<file path="config.mk">
export PLATFORM = sky130hd
export DESIGN_NAME = ex_stage_skid_reg
export DESIGN_NICKNAME = d
export VERILOG_FILES = /design/src/rtl/ex_stage_skid_reg.sv
export SDC_FILE = /design/constraint.sdc
export NUM_CORES = 1
export LEC_CHECK = 0
export BUFFER_PORTS_ARGS = -buffer_cell sky130_fd_sc_hd__clkbuf_2
export CELL_PAD_IN_SITES_DETAIL_PLACEMENT = 0
export CELL_PAD_IN_SITES_GLOBAL_PLACEMENT = 2
export CORE_UTILIZATION = 35
export CTS_CLUSTER_SIZE = 8
export DETAILED_ROUTE_END_ITERATION = 8
export GPL_ROUTABILITY_DRIVEN = 0
export PLACE_DENSITY_LB_ADDON = 0.3
export SLEW_MARGIN = 20
export SYNTH_ARGS = -nofsm -noshare
export SYNTH_HDL_FRONTEND = slang
export SYNTH_SLANG_ARGS = --single-unit
</file>
<file path="constraint.sdc">
create_clock -name clk -period 4.54 [get_ports clk]
set_clock_uncertainty 0.05 [all_clocks]
set_input_delay 1.362 -clock clk [delete_from_list [all_inputs] [get_ports clk]]
set_output_delay 1.362 -clock clk [all_outputs]
set_load 0.05 [all_outputs]
</file>
<file path="src/rtl/ex_stage_skid_reg.sv">
// ex_stage_skid_reg
//   ID->EX pipeline boundary register with a two-entry skid buffer (main + skid),
//   valid/ready handshakes on both sides, synchronous flush for branch/exception
//   squash, and a saturating counter of back-pressure cycles.
//
//   Ports
//     clk, rst        clock, synchronous active-high reset
//     flush           squash every held entry on this edge
//     id_valid/ready  upstream handshake (id_ready is registered)
//     id_*            decoded instruction payload from decode
//     ex_valid/ready  downstream handshake
//     ex_*            registered payload to execute (NOP values when empty)
//     stall_cnt       saturating count of cycles with ex_valid & !ex_ready
//
//   state   | meaning
//   --------+-------------------------------------------------------------
//   S_EMPTY | main invalid, skid invalid; id_ready=1
//   S_ONE   | main valid, skid invalid; id_ready=1
//   S_FULL  | main valid, skid valid; id_ready=0, no accept possible
module ex_stage_skid_reg #(
   parameter int ALUOP_W    = 8,
   parameter int ALUSEL_W   = 3,
   parameter int DATA_W     = 32,
   parameter int RADDR_W    = 5,
   parameter int CNT_W      = 16,
   parameter int NOP_ALUOP  = 0,
   parameter int NOP_ALUSEL = 0
) (
   input  logic                clk,
   input  logic                rst,
   input  logic                flush,
   input  logic                id_valid,
   output logic                id_ready,
   input  logic [ALUOP_W-1:0]  id_aluop,
   input  logic [ALUSEL_W-1:0] id_alusel,
   input  logic [DATA_W-1:0]   id_reg1,
   input  logic [DATA_W-1:0]   id_reg2,
   input  logic                id_wreg,
   input  logic [RADDR_W-1:0]  id_wd,
   output logic                ex_valid,
   input  logic                ex_ready,
   output logic [ALUOP_W-1:0]  ex_aluop,
   output logic [ALUSEL_W-1:0] ex_alusel,
   output logic [DATA_W-1:0]   ex_reg1,
   output logic [DATA_W-1:0]   ex_reg2,
   output logic                ex_wreg,
   output logic [RADDR_W-1:0]  ex_wd,
   output logic [CNT_W-1:0]    stall_cnt
);

   typedef struct packed {
      logic [ALUOP_W-1:0]  aluop;
      logic [ALUSEL_W-1:0] alusel;
      logic [DATA_W-1:0]   reg1;
      logic [DATA_W-1:0]   reg2;
      logic                wreg;
      logic [RADDR_W-1:0]  wd;
   } entry_t;

   typedef enum logic [1:0] {
      S_EMPTY = 2'd0,
      S_ONE   = 2'd1,
      S_FULL  = 2'd2
   } state_t;

   localparam entry_t NOP_ENTRY = '{
      aluop:  ALUOP_W'(NOP_ALUOP),
      alusel: ALUSEL_W'(NOP_ALUSEL),
      reg1:   '0,
      reg2:   '0,
      wreg:   1'b0,
      wd:     '0
   };

   localparam logic [CNT_W-1:0] CNT_MAX = '1;

   state_t state_q, state_d;
   entry_t main_q, main_d;
   entry_t skid_q, skid_d;
   entry_t id_entry;
   logic   accept;
   logic   fire;

   assign id_entry = '{
      aluop:  id_aluop,
      alusel: id_alusel,
      reg1:   id_reg1,
      reg2:   id_reg2,
      wreg:   id_wreg,
      wd:     id_wd
   };

   // id_ready depends only on the state register, never on ex_ready.
   assign id_ready = (state_q != S_FULL);
   assign ex_valid = (state_q != S_EMPTY);
   assign accept   = id_valid & id_ready;
   assign fire     = ex_valid & ex_ready;

   always_comb begin
      state_d = state_q;
      main_d  = main_q;
      skid_d  = skid_q;
      if (flush) begin
         state_d = S_EMPTY;
         main_d  = NOP_ENTRY;
         skid_d  = NOP_ENTRY;
      end else begin
         case (state_q)
            S_EMPTY: begin
               if (accept) begin
                  state_d = S_ONE;
                  main_d  = id_entry;
               end
            end
            S_ONE: begin
               if (fire && accept) begin
                  main_d = id_entry;
               end else if (fire) begin
                  state_d = S_EMPTY;
                  main_d  = NOP_ENTRY;
               end else if (accept) begin
                  state_d = S_FULL;
                  skid_d  = id_entry;
               end
            end
            S_FULL: begin
               if (fire) begin
                  state_d = S_ONE;
                  main_d  = skid_q;
                  skid_d  = NOP_ENTRY;
               end
            end
            default: begin
               state_d = S_EMPTY;
               main_d  = NOP_ENTRY;
               skid_d  = NOP_ENTRY;
            end
         endcase
      end
   end

   always_ff @(posedge clk) begin
      if (rst) begin
         state_q <= S_EMPTY;
         main_q  <= NOP_ENTRY;
         skid_q  <= NOP_ENTRY;
      end else begin
         state_q <= state_d;
         main_q  <= main_d;
         skid_q  <= skid_d;
      end
   end

   always_ff @(posedge clk) begin
      if (rst) begin
         stall_cnt <= '0;
      end else if (ex_valid && !ex_ready && !flush && (stall_cnt != CNT_MAX)) begin
         stall_cnt <= stall_cnt + 1'b1;
      end
   end

   assign ex_aluop  = main_q.aluop;
   assign ex_alusel = main_q.alusel;
   assign ex_reg1   = main_q.reg1;
   assign ex_reg2   = main_q.reg2;
   assign ex_wreg   = main_q.wreg;
   assign ex_wd     = main_q.wd;

endmodule

</file>
==> metrics.md <==
| Metric | Value |
|---|---|
| DP Wirelength | 12790 um |
| Crit Path Class | reg2out |
| Post-synthesis cell type count | 41 |
| Net Count, Synth | 916 |
| Initial antenna violation count | 0 |
| Crit path DAT | 1.66 ns |
| Reg2reg setup slack | 1.62 ns |
| Period minus WS final | 3.076 ns |
| Die width | 150.9 um |
| Fin. max-slew vios | 0 |
| Rel. slew slack | 0.3777 |
| Global-route wire length before repair | 33430 um |
| R2R cell count | 5 |
| Worst skew pair latency | 0.43 ns |
| Finished Layout Cells | 1254 |
| Synth area leader | dfxtp_1 |
| Vias per cell | 5.259 |
| Ports | 185 |
| EDFF count, synth | 0 |
| Residual DRC count | 0 |
| Filler instances | 2229 |
| Layout Nets | 1048 |
| Cts repair resizes | 0 |
| RSZ-0062 raised after global routing | false |
| Clock buffer count from CTS | 17 |
| Flops & latches, synth | 180 |
| Final setup vio count | 0 |
| CP Capture Point | ex_valid |
| H-tree Lvls | 4 |
| R2r startpoint | state_q[1]$_SDFFE_PP0P_ |
| GRT Overall Usage | 0.1883 |
| Max-cap violations | 0 |
| CP max FO | 8 |
| Worst Hold Class | reg2reg |
| 1st-iter DRT viols | 554 |
| CTS sink cnt | 180 |
| WL/cell | 17.21 um |
| Global route total overflow | 0 |
| 1st-pass router iterations | 6 |
| Die area | 22760 um^2 |
| CTS tree | done |
| Reg2Reg Capture Point | skid_q[67]$_SDFFE_PP0P_ |
| Required time of the critical path | 3.13 ns |
| Vias in the first global route | 6124 |
| Post-CTS Setup Repair Bufs | 0 |
| Tightest Pin Transition | 0.9324 ns |
| Area delta synth->final | 21.94% |
| Largest net degree at the start of global routing | 82 |
| Cts hold-fix bufs | 0 |
| Ys Warns | 0 |
| Vias | 6595 |
| Pwr Density | 373.9 nW/um^2 |
| Die Y-Extent | 150.9 um |
| Fin util | 0.4347 |
| Main synth FF type | dfxtp_1 |
| Peak supply drop | 199.0 uV |
| Initial Util | 0.3565 |
| I/O Buffers | 184 |
| Area of the core | 21760 um^2 |
| Startpoint Class | flop |
| Avg Cell Area, Syn | 9.356 um^2 |
| Rows | 54 |
| Async SR Flop Fraction | 0 |
| Synth top area share | 0.4646 |
| Commonest cells after routing, fill and taps aside | clkbuf_2, dfxtp_1, nor2_1, mux2i_1, and2_1 |
| Setup crit end kind | output port |
| Post-route ant nets | 0 |
| Reg clk slew, reported paths | 0.07 ns |
| CTS Buffer Depth | 2 |
| Register area share after synthesis | 0.4646 |
| Root buf cell | clkbuf_16 |
| Area contributors post-synth | dfxtp_1, mux2i_1, nor2_1 |
| Mapped cell area | 7756 um^2 |
| Post-Place Cells | 1222 |
| Static leakage | 3.685 nW |
| Outcome | completed |
| Layout cell share with drive strength beyond 1 | 0.2518 |
| F_max | 325.1 MHz |
| Final wirelength | 21580 um |
| Synth Instances | 829 |
| Setup TNS Final | 0 ns |
| Crit path from | state_q[1]$_SDFFE_PP0P_ |
| Register area | 3603 um^2 |
| Commonest non-fill, non-tap cell in the layout | clkbuf_2 |
| Tcrit/Tclk final | 0.6775 |
| Final Hold Viols | 0 |
| Footprint of the multi-input gates | 3829 um^2 |
==> worst max-delay path, cell delays in order, from the launching register on <==
cell and delay, ns:
dfxtp_1 0.59, or2_1 0.32, clkbuf_2 0.33
==> cell usage after synthesis, types with 9 or more instances <==
library cell / instances
a22oi_1: 51
a21oi_1: 12
nor2_1: 175
mux2_2: 9
dfxtp_1: 180
nor2b_1: 9
mux2i_1: 84
and2_1: 80
a32o_1: 51
buf_2: 15
clkbuf_1: 65
a222oi_1: 30
==> flip-flops by register name, summed over array words and instances, names as in the netlist <==
signal,flops
state_q,2
ex_reg2,32
ex_wreg,1
ex_wd,5
skid_q,81
ex_reg1,32
ex_aluop,8
stall_cnt,16
ex_alusel,3
==> logic make-up (layout without fill, tap and decap cells) <==
kind of cell	Yosys count	count (layout)	share of synthesized area
buffers and inverters	90	234	0.04694
adders and majority gates	1	1	0.001613
muxes	93	93	0.1215
and+or+nand+nor	308	308	0.1916
other	0	1	0
AOI/OAI and AO/OA	157	157	0.1737
DFF	180	180	0.4646
==> cell type report <==
type / count / area share
antenna: 1 / 0.0002646
timing repair buffer: 196 / 0.1122
sequential: 180 / 0.3810
inverter: 7 / 0.002910
multi-input combinational: 559 / 0.4048
clock buffer: 20 / 0.04829
clock inverter: 11 / 0.01349
tap: 280 / 0.03704
==> per-layer routing <==
metal / share of wire / track usage
met5: 0 / 0
met4: 0.0079 / 0.05450
met3: 0.061 / 0.04127
met2: 0.46 / 0.3044
met1: 0.47 / 0.2503
==> power breakdown <==
part           internal [W]  total (W)  switching [W]  leakage, nW
sequential          0.00161    0.00162      0.0000176         1.46
clock              0.000841    0.00148       0.000644        0.279
combinational      0.000152   0.000427       0.000275         1.95
total               0.00260    0.00354       0.000936         3.69
==> worst min-delay path by stage <==
stage | slack [ns] | to | cells after the start | startpoint
after floorplan | 0.41 | skid_q[24]$_SDFFE_PP0P_ | 2 | skid_q[24]$_SDFFE_PP0P_
after global placement | 0.42 | skid_q[34]$_SDFFE_PP0P_ | 2 | skid_q[34]$_SDFFE_PP0P_
after detailed placement | 0.43 | skid_q[57]$_SDFFE_PP0P_ | 2 | skid_q[57]$_SDFFE_PP0P_
after CTS | 0.45 | skid_q[3]$_SDFFE_PP0P_ | 2 | skid_q[3]$_SDFFE_PP0P_
after global routing | 0.47 | stall_cnt[10]$_SDFFE_PP0P_ | 2 | stall_cnt[10]$_SDFFE_PP0P_
final | 0.44 | stall_cnt[10]$_SDFFE_PP0P_ | 2 | stall_cnt[10]$_SDFFE_PP0P_
==> metrics by stage <==
stage / hold WS [ns] / cell area, um^2 / power [W] / setup WS [ns]
finish: 0.4444 / 9458 / 0.003536 / 1.464
CTS: 0.4517 / 9454 / 0.003586 / 1.465
global placement: 0.4231 / 8870 / 0.002091 / 1.227
floorplan: 0.4092 / 7756 / 0.001956 / 1.798
global route: 0.4680 / 9455 / 0.003675 / 1.357
detailed placement: 0.4320 / 8870 / 0.002091 / 1.190
Power figures use the tool's default switching activity.
